$ cat src/rtl/decode_stage.sv
// Registered MIPS instruction-decode stage: valid/ready in and out, load-use
// interlock, flush, illegal-opcode flagging and saturating stall/issue counters.
module decode_stage #(
  parameter int PC_W     = 32,
  parameter int LU_DEPTH = 1,
  parameter int CNT_W    = 16
) (
  input  logic             clk,
  input  logic             rst,
  input  logic             in_valid,
  output logic             in_ready,
  input  logic [31:0]      in_instr,
  input  logic [PC_W-1:0]  in_pc,
  input  logic             flush,
  output logic             out_valid,
  input  logic             out_ready,
  output logic [PC_W-1:0]  out_pc,
  output logic [4:0]       out_rs,
  output logic [4:0]       out_rt,
  output logic [4:0]       out_dst,
  output logic [31:0]      out_imm,
  output logic [25:0]      out_adr,
  output logic [3:0]       out_aluop,
  output logic             out_regwrite,
  output logic             out_memread,
  output logic             out_memwrite,
  output logic             out_immsel,
  output logic             out_branch,
  output logic             out_jump,
  output logic             out_illegal,
  output logic [CNT_W-1:0] stall_cnt,
  output logic [CNT_W-1:0] issue_cnt
);

  localparam logic [5:0] OP_RTYPE = 6'h00;
  localparam logic [5:0] OP_J     = 6'h02;
  localparam logic [5:0] OP_BEQ   = 6'h04;
  localparam logic [5:0] OP_ADDI  = 6'h08;
  localparam logic [5:0] OP_LW    = 6'h23;
  localparam logic [5:0] OP_SW    = 6'h2B;

  localparam logic [3:0] ALU_ADD = 4'b0000;
  localparam logic [3:0] ALU_SUB = 4'b0001;
  localparam logic [3:0] ALU_AND = 4'b0010;
  localparam logic [3:0] ALU_OR  = 4'b0011;
  localparam logic [3:0] ALU_SLT = 4'b0100;

  localparam logic [2:0]       LU_LOAD = 3'(LU_DEPTH);
  localparam logic [CNT_W-1:0] CNT_ONE = CNT_W'(1);

  logic [5:0] opcode;
  logic [5:0] funct;
  logic [4:0] src_rs;
  logic [4:0] src_rt;
  logic [3:0] dec_aluop;
  logic [4:0] dec_dst;
  logic       dec_regwrite;
  logic       dec_memread;
  logic       dec_memwrite;
  logic       dec_immsel;
  logic       dec_branch;
  logic       dec_jump;
  logic       dec_illegal;
  logic       reads_rt;
  logic       hazard;
  logic       handoff;
  logic       xfer;
  logic [2:0] ld_cnt;
  logic [4:0] ld_dst;

  assign opcode = in_instr[31:26];
  assign funct  = in_instr[5:0];
  assign src_rs = in_instr[25:21];
  assign src_rt = in_instr[20:16];

  always_comb begin
    dec_aluop    = ALU_ADD;
    dec_dst      = 5'd0;
    dec_regwrite = 1'b0;
    dec_memread  = 1'b0;
    dec_memwrite = 1'b0;
    dec_immsel   = 1'b0;
    dec_branch   = 1'b0;
    dec_jump     = 1'b0;
    dec_illegal  = 1'b0;
    case (opcode)
      OP_RTYPE: begin
        dec_regwrite = 1'b1;
        dec_dst      = in_instr[15:11];
        case (funct)
          6'h20, 6'h21: dec_aluop = ALU_ADD;
          6'h22:        dec_aluop = ALU_SUB;
          6'h24:        dec_aluop = ALU_AND;
          6'h25:        dec_aluop = ALU_OR;
          6'h2A:        dec_aluop = ALU_SLT;
          default: begin
            dec_illegal  = 1'b1;
            dec_regwrite = 1'b0;
            dec_dst      = 5'd0;
          end
        endcase
      end
      OP_ADDI: begin
        dec_immsel   = 1'b1;
        dec_regwrite = 1'b1;
        dec_dst      = src_rt;
      end
      OP_LW: begin
        dec_immsel   = 1'b1;
        dec_memread  = 1'b1;
        dec_regwrite = 1'b1;
        dec_dst      = src_rt;
      end
      OP_SW: begin
        dec_immsel   = 1'b1;
        dec_memwrite = 1'b1;
      end
      OP_BEQ: begin
        dec_aluop  = ALU_SUB;
        dec_branch = 1'b1;
      end
      OP_J:    dec_jump    = 1'b1;
      default: dec_illegal = 1'b1;
    endcase
    // Writing $0 is architecturally a no-op, so never request it.
    if (dec_dst == 5'd0) dec_regwrite = 1'b0;
  end

  assign reads_rt = (opcode == OP_RTYPE) || (opcode == OP_SW) || (opcode == OP_BEQ);
  assign hazard   = (ld_cnt != 3'd0) && in_valid &&
                    ((src_rs == ld_dst) || ((src_rt == ld_dst) && reads_rt));
  assign handoff  = out_valid && out_ready;
  assign in_ready = !rst && !flush && !hazard && (!out_valid || out_ready);
  assign xfer     = in_valid && in_ready;

  always_ff @(posedge clk) begin
    if (rst) begin
      out_valid    <= 1'b0;
      out_pc       <= '0;
      out_rs       <= '0;
      out_rt       <= '0;
      out_dst      <= '0;
      out_imm      <= '0;
      out_adr      <= '0;
      out_aluop    <= '0;
      out_regwrite <= 1'b0;
      out_memread  <= 1'b0;
      out_memwrite <= 1'b0;
      out_immsel   <= 1'b0;
      out_branch   <= 1'b0;
      out_jump     <= 1'b0;
      out_illegal  <= 1'b0;
      ld_cnt       <= '0;
      ld_dst       <= '0;
      stall_cnt    <= '0;
      issue_cnt    <= '0;
    end else begin
      if (flush) begin
        out_valid <= 1'b0;
      end else if (xfer) begin
        out_valid    <= 1'b1;
        out_pc       <= in_pc;
        out_rs       <= src_rs;
        out_rt       <= src_rt;
        out_dst      <= dec_dst;
        out_imm      <= {{16{in_instr[15]}}, in_instr[15:0]};
        out_adr      <= in_instr[25:0];
        out_aluop    <= dec_aluop;
        out_regwrite <= dec_regwrite;
        out_memread  <= dec_memread;
        out_memwrite <= dec_memwrite;
        out_immsel   <= dec_immsel;
        out_branch   <= dec_branch;
        out_jump     <= dec_jump;
        out_illegal  <= dec_illegal;
      end else if (handoff) begin
        out_valid <= 1'b0;
      end

      // A fresh load leaving for execute re-arms the interlock window.
      if (flush) begin
        ld_cnt <= '0;
      end else if (handoff && out_memread && (out_dst != 5'd0)) begin
        ld_dst <= out_dst;
        ld_cnt <= LU_LOAD;
      end else if ((ld_cnt != 3'd0) && (out_ready || !out_valid)) begin
        ld_cnt <= ld_cnt - 3'd1;
      end

      if (handoff && (issue_cnt != '1)) issue_cnt <= issue_cnt + CNT_ONE;
      if (hazard && !flush && (stall_cnt != '1)) stall_cnt <= stall_cnt + CNT_ONE;
    end
  end

endmodule

$ cat config.mk
export PLATFORM = sky130hd
export DESIGN_NAME = decode_stage
export DESIGN_NICKNAME = d
export VERILOG_FILES = /design/src/rtl/decode_stage.sv
export SDC_FILE = /design/constraint.sdc
export NUM_CORES = 1
export LEC_CHECK = 0
export CAP_MARGIN = 20
export CORE_ASPECT_RATIO = 0.6
export CORE_MARGIN = 1.5
export CORE_UTILIZATION = 46
export DETAILED_ROUTE_END_ITERATION = 8
export PLACE_DENSITY = 0.89
export SYNTH_ARGS = -nofsm -noshare
export SYNTH_HDL_FRONTEND = slang
export SYNTH_SLANG_ARGS = --single-unit
$ cat constraint.sdc
create_clock -name clk -period 7.05 [get_ports clk]
set_input_delay 0.705 -clock clk [delete_from_list [all_inputs] [get_ports clk]]
set_output_delay 0.705 -clock clk [all_outputs]
set_load 0.01 [all_outputs]
==> results of run 1 <==
[cells in the final DEF (no fill, tap or decap), drive strengths merged, types with 7 or more instances in the layout]
| master | synthesis | final |
|---|---|---|
| and3 | 8 | 8 |
| clkdlybuf4s50 | 0 | 216 |
| xnor2 | 12 | 12 |
| xor2 | 19 | 19 |
| o21ai | 10 | 10 |
| a21oi | 73 | 73 |
| clkbuf | 16 | 18 |
| nand2 | 139 | 139 |
| dfxtp | 114 | 114 |
| mux2i | 8 | 8 |
| nor3 | 20 | 20 |
| or4 | 7 | 7 |
| nand4 | 12 | 12 |
| inv | 8 | 8 |
| nor2 | 51 | 51 |
| nand3 | 13 | 13 |
[layer usage]
layer	GRT usage, %	part of all wire, %
met3	7.416	8.6
met5	0	0
met2	43.15	48
met1	32.25	42
met4	7.560	1.2
[through the flow]
step / cell area, um^2 / setup WS, ns / power [mW] / utilization [%] / hold WS, ns
after floorplan: 5054 / 4.572 / 0.7566 / - / 0.4756
after global placement: 6967 / 3.406 / 0.8424 / 65.53 / 0.4415
after detailed placement: 6967 / 3.341 / 0.8482 / 65.53 / 0.4481
after CTS: 7616 / 3.326 / 1.786 / 71.64 / 0.4554
after global routing: 7636 / 3.201 / 1.836 / 71.83 / 0.4767
final: 7636 / 3.345 / 1.777 / 71.83 / 0.4522
[worst paths after layout]
check | startpoint | to | slack [ns] | cells past startpoint
worst max-delay path | in_instr[25] | in_ready | 3.34 | 6
worst max register to register | ld_cnt[0] | out_jump | 4.17 | 8
worst min register to register | out_pc[16] | out_pc[16] | 0.45 | 2
worst min-delay path | out_pc[16] | out_pc[16] | 0.45 | 2
[synth_stat cells, drive strengths merged, types with 10 or more instances]
cell type and instances:
a21oi 73, xnor2 12, dfxtp 114, nand4 12, o21ai 10, nand2 139, nor3 20, buf 58
xor2 19, clkbuf 16, nor2 51, nand3 13
[final cells by class]
class | instances | area, um^2 | share of cell area, %
clock buffers | 18 | 439.2 | 5.751
repair buffers | 220 | 2205 | 28.87
clock inverters | 13 | 210.2 | 2.753
multi-input cells | 427 | 2296 | 30.07
inverters | 8 | 30.03 | 0.3932
well taps | 139 | 173.9 | 2.278
flip-flops and latches | 114 | 2282 | 29.89
[state kept, by name (all words and copies together), names as in the netlist, 2 cells and up]
register and flops:
stall_cnt 16, out_imm 15, ld_cnt 3, out_adr 2, issue_cnt 16, out_rs 5
ld_dst 5, out_aluop 3, out_pc 32, out_rt 4, out_dst 5
[critical path, cell delays in order]
cell	delay (ns)
clkdlybuf4s50_1	0.52
xnor2_1	0.15
nand4_1	0.18
nor4b_2	0.82
nor3_1	0.09
clkdlybuf4s50_1	0.53
[logic make-up (layout without fill, tap and decap cells)]
group / after synthesis / in the layout / synth area share, %
and+or+nand+nor: 274 / 274 / 24.93
DFF: 114 / 114 / 45.16
AOI/OAI and AO/OA: 108 / 108 / 12.16
buffers and inverters: 82 / 259 / 9.532
xor gates and xnor gates: 31 / 31 / 5.373
muxes: 8 / 8 / 1.585
adders and majority gates: 5 / 5 / 1.188
other: 1 / 1 / 0.07420
[power groups by stage]
stage          combinational, mW  sequential, mW  clock, mW
2_1_floorplan             0.0675           0.689          0
3_3_place_gp               0.159           0.683          0
3_5_place_dp               0.164           0.684          0
4_1_cts                    0.165           0.671      0.950
5_1_grt                    0.178           0.672      0.985
6_report                   0.166           0.671      0.940
==> results.yml, run 1 <==
pwr:
  peakVddDrop_v: 0.0001772
  cellInternalPower_mw: 1.384
  seqPwrFrac_pct: 37.7
  p_per_area_nw_per_um2: 232.7
  comb_power_share_pct: 9.3
  clkPwrFrac_pct: 52.9
  switching_share_pct: 22.13
  p_leak_nw: 2.644
  p_switching_mw: 0.3932
cts:
  cts_buffers: 17
  clk_latency_ns: 0.40
  clockBufferDepth: 2
  cts.reportedPaths.clkPinSlew_ns: 0.06
  clock-sinks: 114
  htree_levels: 4
  cts_tree: "yes"
  cts_root_buffer: "clkbuf_16"
  cts_hold_buffers: 0
  postCtsResizedCells: 0
  post_cts_buffers: 0
detailed_routing:
  routedWlPerCell_um: 16.07
  drcViolationCount: 0
  vias: 4979
  via_per_inst: 5.302
  postRouteAntennaNets: 0
  dr.first_iter.drc_count: 242
  wl_mm: 15.09
  firstDrtPassIters: 5
place:
  place_inst: 907
  dp_hpwl_mm: 10.69
  portBuffers: 217
  gp_congestion: 0.8339
critical_path:
  critical_path_class: "input port to output port"
  arrival_ns: 3.00
  cp_max_fo: 10
  worstPathRequired_ns: 6.34
  worstSetupEndpointType: "output port"
  startpoint_type: "input port"
timing:
  slew_viol_final: 0
  hold_viol: 0
  final-setup-viol-count: 0
  skew_ns: 0.008355
  max_freq_mhz: 269.9
  fin_setup_tns_ns: 0
  period_minus_slack_ns: 3.705
  finalCritPeriodShare_pct: 52.56
  rsz0062_at_grt: "no"
  worst_pin_slew_ns: 0.9004
  slew_headroom_pct: 39.81
global_routing:
  antenna_found_initial: 0
  grt_pass1_wl_mm: 24.05
  grt_use_total_pct: 25.65
  grt_max_degree: 114
  grt_pass1_vias: 4777
  grt-ovfl-total: 0
logic_synthesis:
  syn_area_um2: 5054
  netlist_instances: 623
  synth.top_cell.area_share_pct: 45.16
  yosysUniqueCellTypes: 46
  yosysTopAreaCell: "dfxtp_1"
  synth_edf_count: 0
  yosys_warnings: 0
  yosys-top-cells-area: "dfxtp_1 45%, nand2_1 10%, a21oi_1 7.2%, buf_4 6.4%, nor2_1 3.8%"
  synthArstFlopShare_pct: 0
  ys_ff_latch: 114
  syn_nets: 696
  synthFlopType: "dfxtp_1"
  ys_seq_area_share_pct: 45.16
  syn_area_per_cell_um2: 8.112
final_layout:
  drive_gt1_share_pct: 5.000
  fillers: 784
  diodes: 0
  final_cells: 939
  nets: 861
  area_growth_pct: 51.10
floorplan:
  die_h_um: 84.19
  pin_count: 219
  num_rows: 29
  fp.dieW_um: 138.3
  core_area_um2: 10630
  start_util_pct: 47.53
  dieArea_um2: 11640
outcome:
  status: "completed"
hold_path:
  hold_class: "flop to flop"
job:
  max-cap-violations: 0
Note: power is estimated with default switching activity, not from simulation.
==> run 2, diff against run 1 <==
--- a/config.mk
+++ b/config.mk
@@ -8,9 +8,9 @@
 export CAP_MARGIN = 20
 export CORE_ASPECT_RATIO = 0.6
 export CORE_MARGIN = 1.5
-export CORE_UTILIZATION = 46
+export CORE_UTILIZATION = 42
 export DETAILED_ROUTE_END_ITERATION = 8
-export PLACE_DENSITY = 0.89
+export PLACE_DENSITY = 0.83
 export SYNTH_ARGS = -nofsm -noshare
 export SYNTH_HDL_FRONTEND = slang
 export SYNTH_SLANG_ARGS = --single-unit
==> constraint.sdc (replaced) <==
create_clock -name clk -period 3.8 [get_ports clk]
set_input_delay 0.38 -clock clk [delete_from_list [all_inputs] [get_ports clk]]
set_output_delay 0.38 -clock clk [all_outputs]
set_load 0.01 [all_outputs]
==> results.yml, run 2 (same netlist as run 1, synthesis figures left out) <==
floorplan:
  fp.dieW_um: 144.6
  num_rows: 30
  pin_count: 219
  core_area_um2: 11520
  dieArea_um2: 12720
  start_util_pct: 43.85
  die_h_um: 87.97
final_layout:
  reg.largest.list: "out_pc: 32 flops, issue_cnt: 16 flops, stall_cnt: 16 flops"
  final_cells: 965
  final_cell_mix: "216 x clkdlybuf4s50_1, 139 x nand2_1, 114 x dfxtp_1, 73 x a21oi_1, 51 x nor2_1"
  largest_reg_flops: 32
  drive_gt1_share_pct: 5.590
  diodes: 0
  area_growth_pct: 51.40
  final_cell_area_um2: 7651
  nets: 865
  final_common_cell: "clkdlybuf4s50_1"
  top_register: "out_pc"
timing:
  period_minus_slack_ns: 2.880
  slew_viol_final: 0
  worst_pin_slew_ns: 0.7946
  hold_viol: 0
  skew_ns: 0.01239
  rsz0062_at_grt: "no"
  setup_ws_ns: 0.9202
  max_freq_mhz: 347.2
  fin_setup_tns_ns: 0
  final-setup-viol-count: 0
  slew_headroom_pct: 46.62
  finalCritPeriodShare_pct: 75.78
global_routing:
  grt_pass1_wl_mm: 23.61
  grt_pass1_vias: 4755
  grt_use_total_pct: 23.88
  grt-ovfl-total: 0
  antenna_found_initial: 0
  grt_max_degree: 113
place:
  portBuffers: 217
  dp_hpwl_mm: 11.13
  preCtsSetupSlack_ns: 0.6597
  placed_area_um2: 7061
  gp_congestion: 0.9312
  place_inst: 932
detailed_routing:
  dr.first_iter.drc_count: 227
  firstDrtPassIters: 5
  via_per_inst: 5.167
  wl_mm: 15.42
  postRouteAntennaNets: 0
  routedWlPerCell_um: 15.98
  vias: 4986
  drcViolationCount: 0
cts:
  clockBufferDepth: 2
  post_cts_buffers: 0
  postCtsResizedCells: 0
  cts.reportedPaths.clkPinSlew_ns: 0.06
  cts_buffers: 17
  cts_tree: "yes"
  htree_levels: 4
  clock-sinks: 114
  cts_root_buffer: "clkbuf_16"
  cts_hold_buffers: 0
  clk_latency_ns: 0.41
critical_path:
  max_stage_delay_ns: 0.52
  path_buf_inv: 3
  cp_slowest_cell: "clkdlybuf4s50_1"
  cp_max_fo: 10
  crit_family: "buffers and inverters"
  cpMostUsedCell: "clkdlybuf4s50_1"
  worstSetupEndpointType: "output port"
  arrival_ns: 2.50
  startpoint_type: "input port"
  worstPathRequired_ns: 3.42
  critical_path_class: "input port to output port"
  path_cells: "clkdlybuf4s50_1 -> nor4_2 -> a21oi_1 -> nor4_4 -> buf_4 -> nor3_1 -> clkdlybuf4s50_1"
hold_path:
  hold_class: "input port to flop"
pwr:
  p_leak_nw: 2.651
  peakVddDrop_v: 0.0003311
  p_total_mw: 3.055
  p_per_area_nw_per_um2: 399.3
outcome:
  status: "completed"
job:
  max-cap-violations: 0
## run 2: cell types whose count changed in the layout (fill, tap and decap cells not counted)
cell        delta
buf_4          +1
bufinv_16      -4
inv_6          +1
clkinv_4       +5
buf_16         +1
clkinvlp_4     -2
buf_12         +2
clkbuf_8       -1
clkinv_2       +2
## run 2: worst paths after layout
| kind | from | endpoint | slack, ns | depth (start not counted) |
|---|---|---|---|---|
| max | in_instr[27] | in_ready | 0.92 | 7 |
| min | rst | out_valid | 0.31 | 3 |
| max reg2reg | stall_cnt[0] | stall_cnt[5] | 1.20 | 7 |
| min reg2reg | out_pc[20] | out_pc[20] | 0.45 | 2 |
## run 2: area by class of cell
class / count / area (um^2)
clock buffers: 17 / 425.4
clock inverters: 15 / 137.6
fillers: 939 / 3872
inverters: 8 / 30.03
multi-input cells: 427 / 2296
flip-flops and latches: 114 / 2282
well taps: 160 / 200.2
repair buffers: 224 / 2280
## run 2: power by group
part / switching, mW / internal, mW
Clock: 0.595 / 0.901
Sequential: 0.0200 / 1.22
Combinational: 0.143 / 0.171
Total: 0.759 / 2.30
## run 2: stage by stage
| step | hold WS, ns | utilization, % |
|---|---|---|
| global route | 0.3315 | 66.40 |
| CTS | 0.2930 | 66.16 |
| detailed placement | 0.4460 | 61.27 |
| global placement | 0.4425 | 61.27 |
| floorplan | 0.4756 | - |
| finish | 0.3093 | 66.40 |
## run 2: worst min-delay path: stages
cell and delay (ns):
buf_4 0.09, nor2_1 0.07, a21boi_0 0.13
## run 2: routing by layer
| layer | global-route usage, % | up-vias | part of all wire, % |
|---|---|---|---|
| li1 | - | 2417 | - |
| met1 | 29.97 | 2353 | 42 |
| met2 | 38.28 | 197 | 47 |
| met3 | 8.912 | 19 | 9.8 |
| met4 | 7.713 | 0 | 0.78 |
| met5 | 0 | - | 0 |
